<file path="config.mk">
export PLATFORM = sky130hd
export DESIGN_NAME = txpause_gate
export DESIGN_NICKNAME = d
export VERILOG_FILES = /design/src/rtl/txpause_gate.sv
export SDC_FILE = /design/constraint.sdc
export NUM_CORES = 1
export LEC_CHECK = 0
export ABC_AREA = 1
export ABC_CLOCK_PERIOD_IN_PS = 1520
export CAP_MARGIN = 30
export CORE_MARGIN = 5
export CORE_UTILIZATION = 42
export DETAILED_ROUTE_END_ITERATION = 12
export PLACE_DENSITY = 0.84
export SLEW_MARGIN = 20
export SYNTH_ARGS = -nofsm -noshare
export SYNTH_HDL_FRONTEND = slang
export SYNTH_SLANG_ARGS = --single-unit
</file>
<file path="constraint.sdc">
create_clock -name clk -period 1.52 [get_ports clk]
set_input_delay 0.304 -clock clk [delete_from_list [all_inputs] [get_ports clk]]
set_output_delay 0.304 -clock clk [all_outputs]
set_load 0.05 [all_outputs]
</file>
<file path="src/rtl/txpause_gate.sv">
// TX-path AXI-Stream gate that holds off new frames while the link partner is paused.
// Frames already in flight complete; pause entries and paused cycles are counted.
module txpause_gate #(
    parameter int DATA_W = 64,
    parameter int KEEP_W = 8
) (
    input  logic              clk,
    input  logic              aresetn,
    input  logic              cfg_tx_pause_enable,
    input  logic              cfg_stats_clear,
    input  logic              rx_pause_active,
    input  logic [DATA_W-1:0] s_tdata,
    input  logic [KEEP_W-1:0] s_tkeep,
    input  logic              s_tvalid,
    input  logic              s_tlast,
    input  logic [0:0]        s_tuser,
    output logic              s_tready,
    output logic [DATA_W-1:0] m_tdata,
    output logic [KEEP_W-1:0] m_tkeep,
    output logic              m_tvalid,
    output logic              m_tlast,
    output logic [0:0]        m_tuser,
    input  logic              m_tready,
    output logic              tx_paused,
    output logic [15:0]       pause_event_count,
    output logic [31:0]       paused_cycle_count
);

    typedef enum logic [1:0] {
        s_idle,
        s_frame,
        s_paused
    } state_t;

    state_t state, next_state;
    logic   pause_req;
    logic   gate_open;
    logic   load;
    logic   enter_pause;

    assign pause_req = rx_pause_active & cfg_tx_pause_enable;

    // aresetn also gates ready so nothing is accepted while the block is held in reset.
    assign s_tready    = aresetn & gate_open & (~m_tvalid | m_tready);
    assign load        = s_tvalid & s_tready;
    assign enter_pause = (next_state == s_paused) && (state != s_paused);

    always_comb begin
        // NOTE: every output of this block gets a default first, so no path leaves a latch.
        next_state = state;
        gate_open  = 1'b0;
        unique case (state)
            s_idle: begin
                gate_open = ~pause_req;
                if (pause_req) begin
                    next_state = s_paused;
                end else if (load && !s_tlast) begin
                    next_state = s_frame;
                end
            end
            s_frame: begin
                gate_open = 1'b1;
                if (load && s_tlast) begin
                    next_state = pause_req ? s_paused : s_idle;
                end
            end
            s_paused: begin
                if (!pause_req) begin
                    next_state = s_idle;
                end
            end
            default: next_state = s_idle;
        endcase
    end

    // NOTE: sequential state uses non-blocking assignments only, so every flop samples pre-edge values.
    always_ff @(posedge clk or negedge aresetn) begin
        if (!aresetn) begin
            state     <= s_idle;
            tx_paused <= 1'b0;
        end else begin
            state     <= next_state;
            tx_paused <= (next_state == s_paused);
        end
    end

    // Single register slice; a held beat keeps draining even while paused.
    always_ff @(posedge clk or negedge aresetn) begin
        if (!aresetn) begin
            // NOTE: datapath registers are reset too, so the output bus reads zero out of reset.
            m_tdata  <= '0;
            m_tkeep  <= '0;
            m_tvalid <= 1'b0;
            m_tlast  <= 1'b0;
            m_tuser  <= '0;
        end else if (load) begin
            m_tdata  <= s_tdata;
            m_tkeep  <= s_tkeep;
            m_tvalid <= 1'b1;
            m_tlast  <= s_tlast;
            m_tuser  <= s_tuser;
        end else if (m_tready) begin
            m_tvalid <= 1'b0;
        end
    end

    // Saturating statistics; a clear wins over an increment in the same cycle.
    always_ff @(posedge clk or negedge aresetn) begin
        if (!aresetn) begin
            pause_event_count  <= '0;
            paused_cycle_count <= '0;
        end else if (cfg_stats_clear) begin
            pause_event_count  <= '0;
            paused_cycle_count <= '0;
        end else begin
            if (enter_pause && !(&pause_event_count)) begin
                pause_event_count <= pause_event_count + 16'd1;
            end
            if ((state == s_paused) && !(&paused_cycle_count)) begin
                paused_cycle_count <= paused_cycle_count + 32'd1;
            end
        end
    end

endmodule

</file>
Word-level counts from Yosys, hierarchy flattened. Index checks and enable logic that the tools add are counted.

$add $sub $neg: 2. Bitwise logic cells: 7. Mux-type cells: 13. Equal/unequal tests: 4. Reduce and logical (&&, ||, !) cells: 14.

Operators with widths (count): $mux 32 (2); $add 32x1->32 const B (1); $mux 16 (2); $reduce_and 32->1 (1); $add 16x1->16 const B (1); $reduce_and 16->1 (1); $mux 2 (5); $pmux 2 s3 (1); $reduce_bool 2->1 (3); $logic_and 1x1->1 (5); $and 1x1->1 (4); $eq 2x2->1 const B (2); $logic_not 1->1 (3); $eq 2x1->1 const B (1); $logic_not 2->1 (1); $mux 1 (2); $ne 2x2->1 const B (1); $not 1->1 (2); $pmux 1 s2 (1); $or 1x1->1 (1).

Register bits: 126. Input bits: 81. Logic and storage cells: 49. Output and inout port bits: 125.

Longest topological paths before layout. Gate-level depths: netlist of run 1.

Depth after elaboration: 15. Gate-level depth with buffers: 12. Gate-level depth less buffers: 11.

Worst setup path before layout of run 1. OpenSTA, ideal clock, no wires.

Path kind: flip-flop to flip-flop. Start point: register m_tvalid. End point: register pause_event_count[12]. Setup slack: -0.608 ns. Cell stages (with the launch flop): 10. Data arrival time: 2.009 ns. Buffers on the path: 1. Clock period less this slack: 2.128 ns. Data required time: 1.401 ns. Library setup time: 0.119 ns. Cells stage by stage: dfrtp_1 -> nand2_1 -> nand2_1 -> nor2_2 -> nand4_1 -> nand2_2 -> nand2_2 -> buf_4 -> nand3_1 -> nand2_1.

Word-level cells in the longest chain between the ends: 12. Elaborated cells on any way between the ends: 14. Those cells by class: 1 x eq/ne; 4 x mux; 4 x bitwise; 5 x reduce/logical.

Ends and longest elaborated chain: start, declared (RTL line 20) `output logic m_tvalid,`; start signal, assigned (RTL line 93) `m_tvalid <= 1'b0;`; start signal, assigned (RTL line 99) `m_tvalid <= 1'b1;`; start signal, assigned (RTL line 103) `m_tvalid <= 1'b0;`; $not 1->1 * (RTL line 44) `assign s_tready = aresetn & gate_open & (~m_tvalid | m_tready);`; $or 1x1->1 * (RTL line 44); $and 1x1->1 * (RTL line 44); named net s_tready (RTL line 17) `output logic s_tready,`; $and 1x1->1 * (RTL line 45) `assign load = s_tvalid & s_tready;`; $logic_and 1x1->1 (RTL line 57) `end else if (load && !s_tlast) begin`; $mux 2 (RTL line 57); $mux 2 (RTL line 55) `if (pause_req) begin`; $pmux 2 s3 * (RTL line 52) `unique case (state)`; $eq 2x2->1 * (RTL line 46) `assign enter_pause = (next_state == s_paused) && (state != s_paused);`; $logic_and 1x1->1 * (RTL line 46); $logic_and 1x1->1 * (RTL line 116) `if (enter_pause && !(&pause_event_count)) begin`; $reduce_bool 2->1 (no source line) *; end signal, assigned (RTL line 117) `pause_event_count <= pause_event_count + 16'd1;`; end, declared (RTL line 25) `output logic [15:0] pause_event_count,`.

The timed path passes the listed nets; every way through them passes the cells marked *. A chain may end at the register's enable or synchronous reset.

Worst setup path in the final report of run 1.
Start point: register paused_cycle_count[26]. End point: register paused_cycle_count[31].

Word-level cells in the longest chain between the ends: 4. Elaborated cells on any way between the ends: 7. Those cells by class: 1 x add/sub; 2 x mux; 4 x reduce/logical.

Ends and longest elaborated chain: start, declared (RTL line 26) `output logic [31:0] paused_cycle_count`; start signal, assigned (RTL line 120) `paused_cycle_count <= paused_cycle_count + 32'd1;`; branches (longest 4 deep; another with $add 32x1->32).

Several ways; the timed one is not identified. The select of a mux whose other input is x is not followed.

==> key figures, run 1 <==
Status
  – Status: finished, violations left
  – Failing checks: negative setup slack

STA
  – Clock Skew: 8.36 ps
  – Post-route minimum period: 1780 ps
  – Final setup violation count: 54
  – Fmax: 563 MHz
  – Pins over their slew limit: 0
  – Tightest Pin Transition: 800 ps
  – Fin. Hold Viols: 0
  – Hold Slack: 80.7 ps
  – Crit share post-route: 1.17
  – Max_slew headroom: 0.465
  – Unrepaired setup endpoints after global routing: yes
  – PnR worst setup slack: -255 ps

Layout
  – Final-stage net count: 1,248
  – Area growth, synth to finish: 90.9%
  – Layout cell share with drive strength beyond 1: 0.349
  – ANT cells: 0

Worst setup path
  – Worst path most repeated cell: nand2_1
  – Slowest-stage cell, CP: dfrtp_2
  – Crit. End Element: flip-flop
  – Reg2reg path depth: 11
  – Reg2reg start: paused_cycle_count[26]$_DFFE_PN0P_
  – FF-to-FF setup slack: -260 ps
  – Worst-path fanout max: 8
  – Crit-path cells: nand2_1 > nor2_1 > nand3_1 > nor2_2 > nand2_2 > nand2_4 > nand2_8 > buf_12 > clkinv_8 > nand2_1 > nand2_1
  – Setup CP Type: reg -> reg
  – CP required: 1890 ps
  – Arr. time, crit path: 2140 ps
  – R2r endpoint: paused_cycle_count[31]$_DFFE_PN0P_
  – CP Launch Type: flip-flop
  – Crit path largest cell delay: 370 ps

Synth
  – Yosys top cell area share: 0.505
  – Yosys reg bits: 126
  – Area contributors post-synth: dfrtp_1, nand2_1, nor2_1
  – Count leader, synth: nand2_1
  – Yosys warning count: 0
  – Gate Count Post-Synth: 846
  – Yosys top cell by area: dfrtp_1
  – Post-synthesis cell area: 6240 sq um
  – Sequential fraction of the synthesis area: 0.505
  – Top FF cell, synth: dfrtp_1
  – EDFF count, synth: 0
  – Syn Area/Cell: 7.38 sq um
  – Synth cell types: 24
  – Syn_nets: 929
  – Post-synth ARST share: 1.00
  – Commonest cells post-synth: nand2_1, dfrtp_1, nor2_1

Power and ir drop
  – Leakage power: 5.77 nW
  – Max VDD drop: 1.04 mV
  – Power density cells: 1210 nW/um^2
  – Overall power: 14.4 mW

Routing
  – Post-DRT Antenna Nets: 0
  – Remaining DRCs: 0
  – Routed wire length: 26,500 microns
  – Vias/cell: 5.44
  – TritonRoute pass-1 iters: 6
  – Wirelength per Cell: 19.4 microns
  – Initial DRC Count: 974
  – Vias: 7,404

CTS
  – Worst-path clk slew: 60 ps
  – CTS root buffer: clkbuf_16
  – Clk buf depth: 2
  – TritonCTS clock tree: done
  – Clk_lat worst skew: 430 ps
  – CTS HTree Levels: 4
  – Cts bufs inserted: 17
  – Clk sink count: 126

Hold path
  – Hold Path Class: in -> async

Global route
  – Initial antenna violation count: 0
  – Grt ovf: 0
  – Largest net degree at the start of global routing: 57
  – Global Route Usage Sum: 0.263
  – Number of global-route vias before repair: 7,181
  – First-pass GRT wire length: 37,000 microns

Place
  – PortBufs: 205
  – Post-detail-place hpwl: 15,700 microns
  – Gpl congestion: 0.956

Die
  – Starting Density: 0.429
  – Ports: 206
  – Die height: 132 microns
  – Core area: 14,500 sq um
  – DIE AREA: 17,400 sq um
  – Placement Rows: 44
  – Chip width: 132 microns

Job
  – Max_cap viols: 0
routing by layer:
metal  part of all wire  GRT usage  wire length [microns]  vias up
li1                   -          -                      -     3257
met1               0.35      0.298                   9150     3473
met2               0.51      0.458                  13500      520
met3              0.095     0.0817                   2510      154
met4              0.051      0.113                   1350        0
met5                  0          0                      0        -
state kept, by name, summed over array words and instances, names as in the netlist:
signal	cells
state	2
m_tuser	1
tx_paused	1
m_tkeep	8
m_tdata	64
paused_cycle_count	32
m_tlast	1
pause_event_count	16
m_tvalid	1
final cells by class:
| type | count | area (sq um) |
|---|---|---|
| clock inverter | 14 | 145 |
| fill | 772 | 2620 |
| timing repair inverter | 5 | 68.8 |
| multi-input combinational | 638 | 3110 |
| clock buffer | 17 | 425 |
| tap | 184 | 230 |
| inverter | 51 | 245 |
| timing repair buffer | 326 | 4490 |
| sequential | 126 | 3200 |
kinds of logic (layout without fill, tap and decap cells):
family	count (synthesis)	in the layout	synth area share
adders and majority gates	2	2	0.00401
and+or+nand+nor	611	611	0.401
xor gates and xnor gates	23	23	0.0323
AOI/OAI and AO/OA	2	2	0.00160
DFF	126	126	0.505
buffers and inverters	82	413	0.0559
what timing repair did:
| item | in CTS | in global routing |
|---|---|---|
| pin swaps | 16 | 21 |
| gates resized for setup | 44 | 88 |
| endpoints found under the hold margin | 16 | 0 |
| setup buffers | 18 | 12 |
| hold buffers | 1 | 0 |
| setup endpoints to repair | 49 | 129 |
| cloned | 1 | 7 |
through the flow:
stage | setup TNS, ps | worst slack [ps] | std cells | area (sq um) | util
after floorplan | -20210 | -267 | 846 | 6390 | -
after CTS | -365 | -143 | 1343 | 11400 | 0.785
after global routing | -13200 | -280 | 1361 | 11900 | 0.820
after detailed placement | -23900 | -319 | 1293 | 10500 | 0.724
final | -8490 | -255 | 1361 | 11900 | 0.820
after global placement | -19480 | -241 | 1293 | 10500 | 0.724
layout by cell type, fill, tap and decap left out, drive strengths merged:
| master | count |
|---|---|
| nand2 | 439 |
| buf | 244 |
| dfrtp | 126 |
| nor2 | 88 |
| clkdlybuf4s50 | 79 |
| inv | 53 |
| nand3 | 46 |
| nand4 | 36 |
| clkbuf | 19 |
| clkinv | 14 |
| xor2 | 12 |
| xnor2 | 11 |
| ha | 2 |
| bufinv | 2 |
| nor3 | 2 |
| a21oi | 1 |
| o21ai | 1 |
| clkinvlp | 1 |
| dlygate4sd3 | 1 |
how the worst max path moves through the flow:
stage | from | end | depth (start not counted)
final | paused_cycle_count[26]$_DFFE_PN0P_ | paused_cycle_count[31]$_DFFE_PN0P_ | 11
after global routing | paused_cycle_count[19]$_DFFE_PN0P_ | paused_cycle_count[31]$_DFFE_PN0P_ | 11
after CTS | m_tvalid$_DFFE_PN0P_ | s_tready | 5
after detailed placement | m_tready | m_tdata[22]$_DFFE_PN0N_ | 10
after global placement | m_tready | pause_event_count[9]$_DFFE_PN0P_ | 10
after floorplan | m_tvalid$_DFFE_PN0P_ | pause_event_count[12]$_DFFE_PN0P_ | 9
report_power, final:
group          internal (mW)  switching (mW)
combinational           2.71            3.11
sequential              3.90           0.629
clock                   2.40            1.61
critical path, delay by kind of cell, from the launching register on:
family / cells / cell delay (ps)
buf+inv: 2 / 240
flops: 1 / 370
simple gates: 9 / 1090
Power figures use the tool's default switching activity.
==> inputs of run 2 (changes only) <==
--- a/config.mk
+++ b/config.mk
@@ -10,6 +10,7 @@
 export CAP_MARGIN = 30
 export CORE_MARGIN = 5
 export CORE_UTILIZATION = 42
+export CTS_CLUSTER_SIZE = 30
 export DETAILED_ROUTE_END_ITERATION = 12
 export PLACE_DENSITY = 0.84
 export SLEW_MARGIN = 20
==> results of run 2 <==
The final DEF is identical to that of run 1; final timing and power are the same.
